## src/rtl/mem_port_arbiter.sv

```systemverilog
// Arbitrates imem fetches and dmem accesses onto one single-port synchronous memory.
// Define MEM_ARB_STARVE_GUARD_EN to bound how long imem can be denied by dmem.
module mem_port_arbiter #(
  parameter int ADDR_W     = 32,
  parameter int DATA_W     = 32,
  parameter int STARVE_MAX = 4
) (
  input  logic                clk_i,
  input  logic                rst_i,
  input  logic                imem_req_i,
  input  logic [ADDR_W-1:0]   imem_addr_i,
  output logic                imem_gnt_o,
  output logic                imem_rvalid_o,
  output logic [DATA_W-1:0]   imem_rdata_o,
  input  logic                dmem_req_i,
  input  logic                dmem_we_i,
  input  logic [ADDR_W-1:0]   dmem_addr_i,
  input  logic [DATA_W-1:0]   dmem_wdata_i,
  input  logic [DATA_W/8-1:0] dmem_be_i,
  output logic                dmem_gnt_o,
  output logic                dmem_rvalid_o,
  output logic [DATA_W-1:0]   dmem_rdata_o,
  output logic                mem_re_o,
  output logic                mem_we_o,
  output logic [ADDR_W-3:0]   mem_addr_o,
  output logic [DATA_W-1:0]   mem_wdata_o,
  output logic [DATA_W/8-1:0] mem_be_o,
  input  logic [DATA_W-1:0]   mem_rdata_i
);

  localparam int BE_W = DATA_W / 8;

  typedef enum logic [1:0] {
    OWN_NONE,
    OWN_IMEM,
    OWN_DMEM
  } rd_own_e;

  rd_own_e           rd_own_q, rd_own_d;
  logic              imem_win, dmem_win, imem_force;
  logic              mem_re, mem_we;
  logic [ADDR_W-3:0] mem_addr_q, mem_addr_d;
  logic [DATA_W-1:0] mem_wdata_q, mem_wdata_d;
  logic [BE_W-1:0]   mem_be_q, mem_be_d;
  logic [DATA_W-1:0] imem_rdata_q, imem_rdata_d;
  logic [DATA_W-1:0] dmem_rdata_q, dmem_rdata_d;
  logic              imem_rvalid, dmem_rvalid;

  // Byte-offset bits never reach the word-addressed memory.
  logic unused_addr_bits;
  assign unused_addr_bits = ^{imem_addr_i[1:0], dmem_addr_i[1:0]};

`ifdef MEM_ARB_STARVE_GUARD_EN
  logic [3:0] starve_q, starve_d;

  assign imem_force = (starve_q == 4'(STARVE_MAX));

  always_comb begin
    starve_d = 4'd0;
    if (imem_req_i && !imem_win) begin
      starve_d = imem_force ? starve_q : starve_q + 4'd1;
    end
  end

  always_ff @(posedge clk_i) begin
    if (rst_i) begin
      starve_q <= 4'd0;
    end else begin
      starve_q <= starve_d;
    end
  end
`else
  logic unused_starve_max;
  assign unused_starve_max = (STARVE_MAX == 0);
  assign imem_force        = 1'b0;
`endif

  // Command address, data and enables hold their last values on idle cycles.
  always_comb begin
    imem_win    = 1'b0;
    dmem_win    = 1'b0;
    mem_re      = 1'b0;
    mem_we      = 1'b0;
    rd_own_d    = OWN_NONE;
    mem_addr_d  = mem_addr_q;
    mem_wdata_d = mem_wdata_q;
    mem_be_d    = mem_be_q;
    if (rst_i) begin
      mem_addr_d  = '0;
      mem_wdata_d = '0;
      mem_be_d    = '0;
    end else if (imem_req_i && (!dmem_req_i || imem_force)) begin
      imem_win   = 1'b1;
      mem_re     = 1'b1;
      rd_own_d   = OWN_IMEM;
      mem_addr_d = imem_addr_i[ADDR_W-1:2];
      mem_be_d   = '1;
    end else if (dmem_req_i) begin
      dmem_win   = 1'b1;
      mem_addr_d = dmem_addr_i[ADDR_W-1:2];
      if (dmem_we_i) begin
        mem_we      = 1'b1;
        mem_wdata_d = dmem_wdata_i;
        mem_be_d    = dmem_be_i;
      end else begin
        mem_re   = 1'b1;
        rd_own_d = OWN_DMEM;
        mem_be_d = '1;
      end
    end
  end

  assign imem_rvalid  = !rst_i && (rd_own_q == OWN_IMEM);
  assign dmem_rvalid  = !rst_i && (rd_own_q == OWN_DMEM);
  assign imem_rdata_d = rst_i ? '0 : (imem_rvalid ? mem_rdata_i : imem_rdata_q);
  assign dmem_rdata_d = rst_i ? '0 : (dmem_rvalid ? mem_rdata_i : dmem_rdata_q);

  always_ff @(posedge clk_i) begin
    if (rst_i) begin
      rd_own_q     <= OWN_NONE;
      mem_addr_q   <= '0;
      mem_wdata_q  <= '0;
      mem_be_q     <= '0;
      imem_rdata_q <= '0;
      dmem_rdata_q <= '0;
    end else begin
      rd_own_q     <= rd_own_d;
      mem_addr_q   <= mem_addr_d;
      mem_wdata_q  <= mem_wdata_d;
      mem_be_q     <= mem_be_d;
      imem_rdata_q <= imem_rdata_d;
      dmem_rdata_q <= dmem_rdata_d;
    end
  end

  assign imem_gnt_o    = imem_win;
  assign dmem_gnt_o    = dmem_win;
  assign imem_rvalid_o = imem_rvalid;
  assign dmem_rvalid_o = dmem_rvalid;
  assign imem_rdata_o  = imem_rdata_d;
  assign dmem_rdata_o  = dmem_rdata_d;
  assign mem_re_o      = mem_re;
  assign mem_we_o      = mem_we;
  assign mem_addr_o    = mem_addr_d;
  assign mem_wdata_o   = mem_wdata_d;
  assign mem_be_o      = mem_be_d;

endmodule
```

## config.mk

```make
export PLATFORM = sky130hd
export DESIGN_NAME = mem_port_arbiter
export DESIGN_NICKNAME = d
export VERILOG_FILES = /design/src/rtl/mem_port_arbiter.sv
export SDC_FILE = /design/constraint.sdc
export NUM_CORES = 1
export LEC_CHECK = 0
export ABC_AREA = 0
export CAP_MARGIN = 20
export CORE_MARGIN = 5
export CORE_UTILIZATION = 37
export CTS_CLUSTER_DIAMETER = 120
export CTS_CLUSTER_SIZE = 12
export DETAILED_ROUTE_END_ITERATION = 7
export GPL_ROUTABILITY_DRIVEN = 1
export HOLD_SLACK_MARGIN = 0.06
export PLACE_DENSITY_LB_ADDON = 0.3
export SETUP_SLACK_MARGIN = 0.5
export SYNTH_ARGS = -nofsm -noshare
export SYNTH_HDL_FRONTEND = slang
export SYNTH_SLANG_ARGS = --single-unit
```

## constraint.sdc

```tcl
create_clock -name clk_i -period 0.95 [get_ports clk_i]
set_input_delay 0.095 -clock clk_i [delete_from_list [all_inputs] [get_ports clk_i]]
set_output_delay 0.095 -clock clk_i [all_outputs]
set_load 0.03 [all_outputs]
```

==> results by group, run 1 <==
Run status
  • Outcome: aborted with a tool error
  • Failing step: clock tree synthesis (4_1_cts)
  • Stop err: [ERROR DPL-0033] detailed placement checks failed during check placement.

Synth
  • Mapped Nets: about 860
  • Synthesis Warnings: 0
  • Yosys cell types: 20
  • Synthesized flop and latch total: ~130
  • Avg Cell Area, Syn: 7.96 um^2
  • Syn Std Cell Area: between 0.005 and 0.006 mm^2
  • Syn Inst Count: 725
  • Sequential area share after synthesis: 45.8%

Clock network
  • Maximum buffer depth of the clock tree: 2
  • Post-CTS Resized: about 470
  • Post-CTS Setup Bufs: 69
  • CTS Root Cell: clkbuf_16
  • CTS Sinks: ~130
  • H-tree levels: 4
  • CTS buffer count: 17

Floorplanning
  • # rows: between 40 and 50
  • Top Ports: 273
  • Die W: around 130 um
  • Chip height: 135 um
  • Starting Density: approximately 38%

Placement
  • Port Buffers: between 200 and 300
  • Area of placed instances: 0.0126 mm^2
  • Post-DP HPWL: between 15000 and 20000 um
  • Setup WS pre-CTS: -0.793 ns
  • Gpl congestion: roughly 0.83
## kinds of logic after synthesis
| group | after synthesis | share of synthesized area, % |
|---|---|---|
| multiplexers | 60 | 12.8 |
| buffers and inverters | 61 | 5.79 |
| flip-flops | 132 | 45.8 |
| AND/OR/NAND/NOR | 276 | 18.6 |
| AO/OA/AOI/OAI | 196 | 17.1 |
## per-stage QoR
step                cells  hold slack (ns)  utilization (%)  TNS, ns
detailed placement   1304            0.481             82.9  -101.38
global placement     1304            0.469             82.9   -94.26
floorplan             725            0.159                -   -25.75
## synth_stat cells, drive strengths merged
master | n | area [um^2]
nor2b | 4 | 25.0
dfxtp | 132 | 2640
clkbuf | 15 | 56.3
nor3b | 2 | 15.0
or2 | 1 | 8.76
mux2 | 30 | 439
nor2 | 71 | 267
mux2i | 30 | 300
buf | 46 | 278
o22ai | 4 | 25.0
a21oi | 192 | 961
and2 | 2 | 12.5
nand2 | 194 | 731
nand2b | 2 | 12.5
==> run 2: changes to the inputs <==
==> config.mk (replaced) <==
export PLATFORM = sky130hd
export DESIGN_NAME = mem_port_arbiter
export DESIGN_NICKNAME = d
export VERILOG_FILES = /design/src/rtl/mem_port_arbiter.sv
export SDC_FILE = /design/constraint.sdc
export NUM_CORES = 1
export LEC_CHECK = 0
export ABC_AREA = 0
export CAP_MARGIN = 20
export CORE_MARGIN = 5
export CORE_UTILIZATION = 40
export DETAILED_ROUTE_END_ITERATION = 7
export GPL_ROUTABILITY_DRIVEN = 1
export PLACE_DENSITY_LB_ADDON = 0.15
export SYNTH_ARGS = -nofsm -noshare
export SYNTH_HDL_FRONTEND = slang
export SYNTH_SLANG_ARGS = --single-unit
==> constraint.sdc (replaced) <==
create_clock -name clk_i -period 1.2 [get_ports clk_i]
set_input_delay 0.12 -clock clk_i [delete_from_list [all_inputs] [get_ports clk_i]]
set_output_delay 0.12 -clock clk_i [all_outputs]
set_load 0.03 [all_outputs]
==> results by group, run 2 <==
Run status
  • Outcome: complete, but fails checks
  • Violated checks: setup timing

Synth
  • Post-synth ARST share: 0%
  • Mapped Nets: 862
  • Synthesis Warnings: 0
  • Syn Inst Count: 725
  • Post-synth top area share: 45.8%
  • EDFF count, synth: 0
  • Synth area leaders: dfxtp_1 (46%), a21oi_1 (17%), nand2_1 (13%), mux2_4 (7.0%), mux2i_1 (5.2%)
  • Commonest cells post-synth: nand2_1 (193), a21oi_1 (192), dfxtp_1 (132), nor2_1 (71), buf_2 (31)
  • Syn Std Cell Area: about 0.0058 mm^2
  • Synth area leader: dfxtp_1
  • Yosys cell types: 20
  • Sequential area share after synthesis: 45.8%
  • Most frequent cell after synthesis: nand2_1
  • Synthesized flop and latch total: 132
  • Avg Cell Area, Syn: between 7 and 8 um^2
  • Top_reg_cell synth: dfxtp_1

Clock network
  • CTS Root Cell: clkbuf_16
  • CTS Sinks: 132
  • Reg clk slew, reported paths: ~0.060 ns
  • CTS tree: built
  • H-tree levels: 4
  • Maximum buffer depth of the clock tree: 2
  • Skew-Pair Late Insertion Delay: ~0.43 ns
  • CTS buffer count: 17

Timing
  • Final setup violation count: between 150 and 200
  • Worst setup margin: -0.695 ns
  • F_max: about 0.53 GHz
  • Pins Over Slew Limit: 0
  • RSZ-0062 raised after global routing: true
  • Tightest hold margin: between 0.02 and 0.025 ns
  • Period minus WS final: ~1.9 ns
  • Slew @ Worst Pin: approximately 0.37 ns
  • Fin crit share: 158%
  • Final Skew: between 0.008 and 0.009 ns
  • Slew HR: approximately three quarters
  • Final Hold Viols: 0

Worst hold path
  • Type of the worst min-delay path: input port to flip-flop

Pwr
  • Int Pwr: roughly 9.6 mW
  • Seq pwr share: between 30% and 40%
  • Pleak: ~5.5 nW
  • P_sw: 4.34 mW
  • Combinational power share: between 20% and 30%
  • Net Sw Frac: between 30% and 40%
  • Clock power frac: 37.3%
  • Worst IR Drop VDD: roughly 1.1 mV
  • PD cells: between 1000 and 1500 mW/mm^2

Finish
  • Final #Nets: ~1300
  • Synth-to-layout area growth: 132%
  • Proportion of layout cells with a drive suffix above 1: 62.8%
  • Most common cell after layout, fill and taps aside: buf_4
  • Commonest non-fill, non-tap cells in the layout: buf_4 (171), buf_6 (144), clkdlybuf4s50_1 (128)
  • Fin util: between 90% and 100%
  • Top Registers: dmem_rdata_q: 32 flops, imem_rdata_q: 32 flops, mem_wdata_q: 32 flops
  • Diode count: 0

Drt
  • Post-DR wirelength/cell: 25.8 um
  • DR vias: 7887
  • Drt total wl: between 30000 and 40000 um
  • DRT iter0 DRCs: 548
  • Remaining DRCs: 0
  • Final ANT Viol Nets: 0
  • Drt first pass iters: 5
  • Drt via density: between 5 and 6

Floorplanning
  • Die area: 0.0169 mm^2
  • Die W: roughly 130 um
  • Core Footprint: 0.0144 mm^2
  • Top Ports: ~270
  • Starting Density: between 40% and 50%
  • # rows: 44
  • Chip height: about 130 um

Placement
  • Port Buffers: about 270
  • Post-DP HPWL: around 15000 um
  • Gpl congestion: about 0.84

GRT
  • GRT Overall Usage: between 30% and 40%
  • Number of global-route vias before repair: just under 8000
  • Global-route wire length before repair: 40300 um
  • GRT overflow: 0
  • Initial antenna violation count: 0
  • Largest net degree at the start of global routing: 37

Critical path
  • Max FO, Critical Path: 19
  • CP peak stage delay: between 0.3 and 0.4 ns
  • Crit path capture type: output port
  • Worst path slowest cell: dfxtp_4
  • CP Data Required Time: around 1.1 ns
  • Crit path DAT: around 1.8 ns
  • Worst-path cell chain: nand2b_1 > buf_12 > nand2_1 > a21oi_4 > buf_6
  • Worst Setup Path Type: flip-flop to output port
  • Worst setup SP type: flip-flop

Flow run
  • Max-Cap Viols: 0
-- run 2: metal layers --
layer  global-route usage (%)  wire [um]  part of all wire, %
met5                        0          0                    0
met3                     10.6       3290                  9.4
met4                     15.6       2410                  6.9
met1                     32.2      11900                   34
met2                     55.0      17600                   50
-- run 2: power groups by stage --
stage	Combinational, mW	Clock, mW	Sequential (mW)
2_1_floorplan	1.48	0	4.72
3_3_place_gp	2.71	0	4.73
3_5_place_dp	2.73	0	4.74
4_1_cts	3.39	5.09	4.66
5_1_grt	4.14	5.38	4.72
6_report	4.03	5.21	4.71
-- run 2: final timing paths --
check / depth (start not counted) / startpoint / slack [ns] / endpoint
worst max-delay path: 5 / rd_own_q[0] / -0.69 / dmem_rdata_o[14]
worst min-delay path: 2 / rst_i / 0.02 / mem_addr_q[12]
worst max register to register: 6 / rd_own_q[0] / -0.13 / imem_rdata_q[27]
worst min register to register: 2 / mem_wdata_q[29] / 0.48 / mem_wdata_q[29]
-- run 2: cells by family (layout without fill, tap and decap cells) --
group	after synthesis	after routing	share of synthesized area, %
flip-flops	132	132	45.8
AND/OR/NAND/NOR	276	276	18.6
AO/OA/AOI/OAI	196	196	17.1
buffers and inverters	61	515	5.79
multiplexers	60	60	12.8
-- run 2: cell type report --
| cell class | instances | area, um^2 |
|---|---|---|
| clock buffers | 20 | 437 |
| well taps | 184 | 230 |
| multi-input cells | 532 | 4940 |
| repair buffers | 483 | 4960 |
| fillers | 420 | 963 |
| flip-flops and latches | 132 | 2710 |
| clock inverters | 12 | 134 |
-- run 2: timing repair --
item / 4_1_cts / 5_1_grt
gates cloned: 10 / 0
endpoints found under the setup margin: 180 / 178
buffers inserted: 73 / 40
endpoints found under the hold margin: 1 / 2
gates resized for setup: 407 / 250
hold buffers: 1 / 1
pin swaps: 83 / 80
-- run 2: stage by stage --
stage | instance area [um^2] | setup TNS [ns] | instances | setup WS [ns] | power (mW)
CTS | 12400 | -48.64 | 1352 | -0.568 | 13.1
global route | 13400 | -64.07 | 1363 | -0.739 | 14.2
global placement | 9990 | -50.26 | 1237 | -0.545 | 7.44
floorplan | 6660 | -1.01 | 725 | -0.0782 | 6.20
detailed placement | 9990 | -52.91 | 1237 | -0.575 | 7.47
finish | 13400 | -57.69 | 1363 | -0.695 | 13.9
-- run 2: critical path: cells and delay by family (launching register included) --
family                 cells  cell delay (ns)
and+or+nand+nor            2             0.40
DFF                        1             0.38
buffers and inverters      2             0.35
AOI/OAI and AO/OA          1             0.21
(Power assumes the default switching activity.)
==> RTL edit 1 (flow settings as in run 2) <==
The 3 values of `rd_own_e` get a one-hot encoding in 3 bits.
--- a/src/rtl/mem_port_arbiter.sv
+++ b/src/rtl/mem_port_arbiter.sv
@@ -30,10 +30,10 @@
 
   localparam int BE_W = DATA_W / 8;
 
-  typedef enum logic [1:0] {
-    OWN_NONE,
-    OWN_IMEM,
-    OWN_DMEM
+  typedef enum logic [2:0] {
+    OWN_NONE = 3'b001,
+    OWN_IMEM = 3'b010,
+    OWN_DMEM = 3'b100
   } rd_own_e;
 
   rd_own_e           rd_own_q, rd_own_d;
Function: same outputs for any inputs over 4 cycles, from zero or initial values and one cycle with rst_i high; so few cycles prove little.
==> RTL edit 1 against run 2 <==
The run still ends with setup timing left; worst setup slack got worse by 0.077 ns; total power decreased by 1.0%; clock power increased by 6.0%; sequential share of layout area decreased by 1.5 points; via count decreased by 8.8%; register-to-register slack got worse by 0.32 ns; area after synthesis increased by 19%; count of clock-buffer cells in the layout unchanged; routed wire length decreased by 20%; hold slack improved by 0.12 ns; final area increased by 8.7%; sequential cell count increased by 1; core utilization decreased by 8.2 points; largest cell class is now multi-input gates.
==> RTL edit 1: results (changes against run 2) <==
[worst_setup_path]
arrival_ns=1.85  ; +0.08 ns
r2r_setup_slack_ns=-0.45  ; -0.32 ns
crit_path_max_fanout=8  ; -11
rr_worst_depth=6  ; unchanged
r2r_end=imem_rdata_q[15]
worstReg2RegStart=rd_own_q[1]

[global_route]
grt_pass1_wl_um=41880  ; +4.0%
grt_start_max_net_pins=47  ; +27%
grtUsageTotal=0.2659  ; -0.04335
first_global_vias=7959  ; +2.9%
grt_antenna_before_repair=0  ; unchanged

[route]
route.vias.total=7191  ; -8.8%
drt_iter0_drc=296  ; -46%
drt-pass1-iter-count=5  ; unchanged
routedWlPerCell_um=20.68  ; -20%

[synth]
async_flop_share=0  ; unchanged
yosysSeqAreaShare=0.3865  ; -0.07125
syn_inst=704  ; -2.9%
synth.area.top_cells=dfxtp_1 (39%), mux2i_1 (23%), nand2b_1 (8.7%)
synth_cell_types=23  ; +15%
synthFlopType=dfxtp_1
syn-num-nets=841  ; -2.4%
synthTopCellsByCount=mux2i_1 (158), dfxtp_1 (133), nand2b_1 (96)

[sta]
relSlewSlack=0.7331  ; -0.01779
setup_slack_ns=-0.7716  ; -0.07703 ns
setup_viol=195  ; +7.1%
skew_ns=0.007056  ; -0.001463 ns

[cts]
h-tree-depth=4  ; unchanged
clock_latency_ns=0.42
cts_buffers=17  ; unchanged
clk_pin_slew_ns=0.05

[run_status]
violations=setup timing
status=finished, violations left

[worst_hold_path]
min_path_cells=3  ; +1
hold_end=rd_own_q[1]
hp-start=dmem_req_i
hp-class=primary input to flip-flop

[placed_design]
dp_hpwl_um=18120  ; +22%
place_area_mm2=0.01220  ; +22%
place_congestion=0.8588  ; +1.8%
dp_slack_ns=-0.3265  ; +0.2489 ns

[final_layout]
fill_cells=803  ; +91%
final_nets=1254  ; -3.8%
layoutNonFillerInstCount=1355  ; -0.59%
drive_gt1_frac=0.5531  ; -0.07540

[pwr]
p_leak_nw=5.607  ; +2.4%
irDropWorstVdd_v=0.0009871  ; -10%

## RTL edit 1: changes by cell type in the layout (fill, tap and decap cells not counted), sizes merged, moves of 5 or more
cell,delta
nor2,-70
inv,+5
buf,-25
nand2,-194
a21bo,+32
a21oi,-128
mux2i,+128
a211oi,+68
nor3,+6
nand3,+32
mux2,-30
nor2b,+27
nand2b,+94
## RTL edit 1: power by group
part           switching [W]  internal (W)  leakage (nW)
Combinational        0.00170       0.00187          4.21
Clock                0.00199       0.00353         0.293
Sequential         0.0000950       0.00461          1.10
## RTL edit 1: critical path, cell delays in order (launching register included)
cell and delay, ns:
dfxtp_2 0.34, or3b_4 0.50, buf_6 0.21, mux2i_4 0.20, buf_4 0.18
## RTL edit 1: logic make-up (layout without fill, tap and decap cells)
| kind of cell | count (synthesis) | after routing | synth area share |
|---|---|---|---|
| buffers and inverters | 74 | 500 | 0.06357 |
| flip-flops | 133 | 133 | 0.3865 |
| AO/OA/AOI/OAI | 164 | 164 | 0.1671 |
| multiplexers | 158 | 158 | 0.2296 |
| AND/OR/NAND/NOR | 175 | 175 | 0.1533 |
## RTL edit 1: layout make-up
| class | count | area [µm²] | share of cell area |
|---|---|---|---|
| multi-input combinational | 497 | 5864 | 0.4025 |
| timing repair buffer | 463 | 5052 | 0.3468 |
| sequential | 133 | 2726 | 0.1871 |
| clock buffer | 20 | 446.7 | 0.03066 |
| tap | 225 | 281.5 | 0.01932 |
| clock inverter | 12 | 177.7 | 0.01220 |
| inverter | 5 | 20.02 | 0.001374 |
## RTL edit 1: metal layers
metal  wire (µm)  share of wire  GRT usage
met5           0              0          0
met4         938          0.033     0.1101
met3        1649          0.059    0.06242
met2       15250           0.54     0.4896
met1       10180           0.36     0.2912
## RTL edit 1: how the worst max path moves through the flow
stage | endpoint | slack (ns) | cells after the start
6_report | imem_rdata_o[12] | -0.77 | 4
5_1_grt | dmem_rdata_o[19] | -0.82 | 6
4_1_cts | imem_rdata_o[31] | -0.76 | 4
3_5_place_dp | imem_rdata_o[11] | -0.33 | 4
3_3_place_gp | imem_rdata_o[2] | -0.31 | 4
2_1_floorplan | imem_rdata_o[10] | -0.25 | 4
## RTL edit 1: through the flow
step / hold slack [ns] / setup TNS, ns
final: 0.1439 / -70.37
after global routing: 0.1368 / -81.12
after CTS: 0.1200 / -69.06
after detailed placement: 0.4297 / -34.30
after global placement: 0.4203 / -30.22
after floorplan: 0.3232 / -16.61
## RTL edit 1: repair_timing
action                                  4_1_cts  5_1_grt
endpoints found under the setup margin      194      196
cloned                                        6        2
gates resized for setup                     257       74
buffers inserted                             29       15
endpoints found under the hold margin         1        0
pin swaps                                    66       14
hold buffers                                  1        0
==> RTL edit 2 (settings of run 2) <==
Made on the original files. Add a define of `MEM_ARB_STARVE_GUARD_EN`.
--- a/src/rtl/mem_port_arbiter.sv
+++ b/src/rtl/mem_port_arbiter.sv
@@ -1,5 +1,7 @@
 // Arbitrates imem fetches and dmem accesses onto one single-port synchronous memory.
 // Define MEM_ARB_STARVE_GUARD_EN to bound how long imem can be denied by dmem.
+`define MEM_ARB_STARVE_GUARD_EN
+
 module mem_port_arbiter #(
   parameter int ADDR_W     = 32,
   parameter int DATA_W     = 32,
Function: changed (a bounded check fails within 10 cycles, from zero or initial values and one cycle with rst_i high).
==> RTL edit 2 against run 2 <==
The run still ends with setup timing left; total power is 11% higher; sequential cell count is 4 higher; worst setup slack worse by 0.34 ns; synthesized cell count is 4.4% higher; sequential power is 3% higher; sequential share of layout area is 3.0 points lower; area after synthesis is 17% higher; routed wire length is 31% higher; final area is 18% higher; final cell count is 5.3% higher; critical endpoint is now mem_wdata_o[2]; largest power group unchanged; highest routed layer is now met5.
==> RTL edit 2: results (changes against run 2) <==
[final_layout]
multi_input_cells=548  ; +3.0%
nonClkBufAreaFrac=0.3657  ; -0.004432
final-clk-cell-share=0.03953  ; -0.003028
drive_gt1_frac=0.5868  ; -0.04167
n_all_buffers=497  ; +2.9%
fill_cells=318  ; -24%

[worst_setup_path]
r2r_setup_slack_ns=-0.66  ; -0.53 ns
rr_worst_depth=9  ; +3
crit_family=buffers and inverters
arrival_ns=2.12  ; +0.35 ns

[run_status]
status=finished, violations left
violations=setup timing

[cts]
post_cts_buffers=62  ; -15%
cts_resized=299  ; -27%

[global_route]
first_global_vias=8853  ; +14%
grtUsageMet2=0.5665  ; +0.01608
grt_pass1_wl_um=50190  ; +25%
met3_usage=0.07737  ; -0.02906

[synth]
syn_inst=757  ; +4.4%
synthTopCellsByCount=a21oi_1 (149), dfxtp_1 (136), nand2_1 (130)
syn-num-nets=896  ; +3.9%
synth_cell_types=27  ; +35%

[placed_design]
dp_slack_ns=-0.7893  ; -0.2139 ns
dp_hpwl_um=16640  ; +12%

[pwr]
irDropWorstVdd_v=0.001094  ; -0.36%

[route]
dr.max_layer_used=met5
route.vias.total=9216  ; +17%
routedWlPerCell_um=32.14  ; +25%
routed_wirelength_um=46130  ; +31%
wl_met1_um=15670  ; +32%
drt_iter0_drc=1024  ; +87%
wl_met3_um=4535  ; +38%

[sta]
setup_tns_ns=-166.13  ; -108.44 ns
skew_ns=0.01740  ; +0.008883 ns
setup_slack_ns=-1.037  ; -0.3424 ns
holdWs_ns=0.1899  ; +0.1695 ns
setup_viol=272  ; +49%

RTL edit 2: changes by cell type after synthesis, moves of 6 or more:
cell	run 2	this run
a21oi_1	192	149
a21oi_2	0	20
buf_1	6	12
buf_2	31	20
buf_6	2	14
clkbuf_1	15	21
mux2_4	27	0
mux2i_1	30	94
nand2_1	193	130
nand2b_1	2	68
nor2_1	71	9
o221a_1	0	57
RTL edit 2: power by group:
part | internal, W | switching (W) | total [W]
clock network | 0.00359 | 0.00225 | 0.00584
logic | 0.00225 | 0.00250 | 0.00474
registers | 0.00473 | 0.000109 | 0.00484
total | 0.0106 | 0.00486 | 0.0154
RTL edit 2: cells by family after synthesis:
group / after synthesis / synth area share
buffers and inverters: 73 / 0.06356
adders and majority gates: 2 / 0.003695
xor gates and xnor gates: 2 / 0.002587
DFF: 136 / 0.4021
muxes: 94 / 0.1390
AOI/OAI and AO/OA: 234 / 0.2406
and+or+nand+nor: 216 / 0.1486
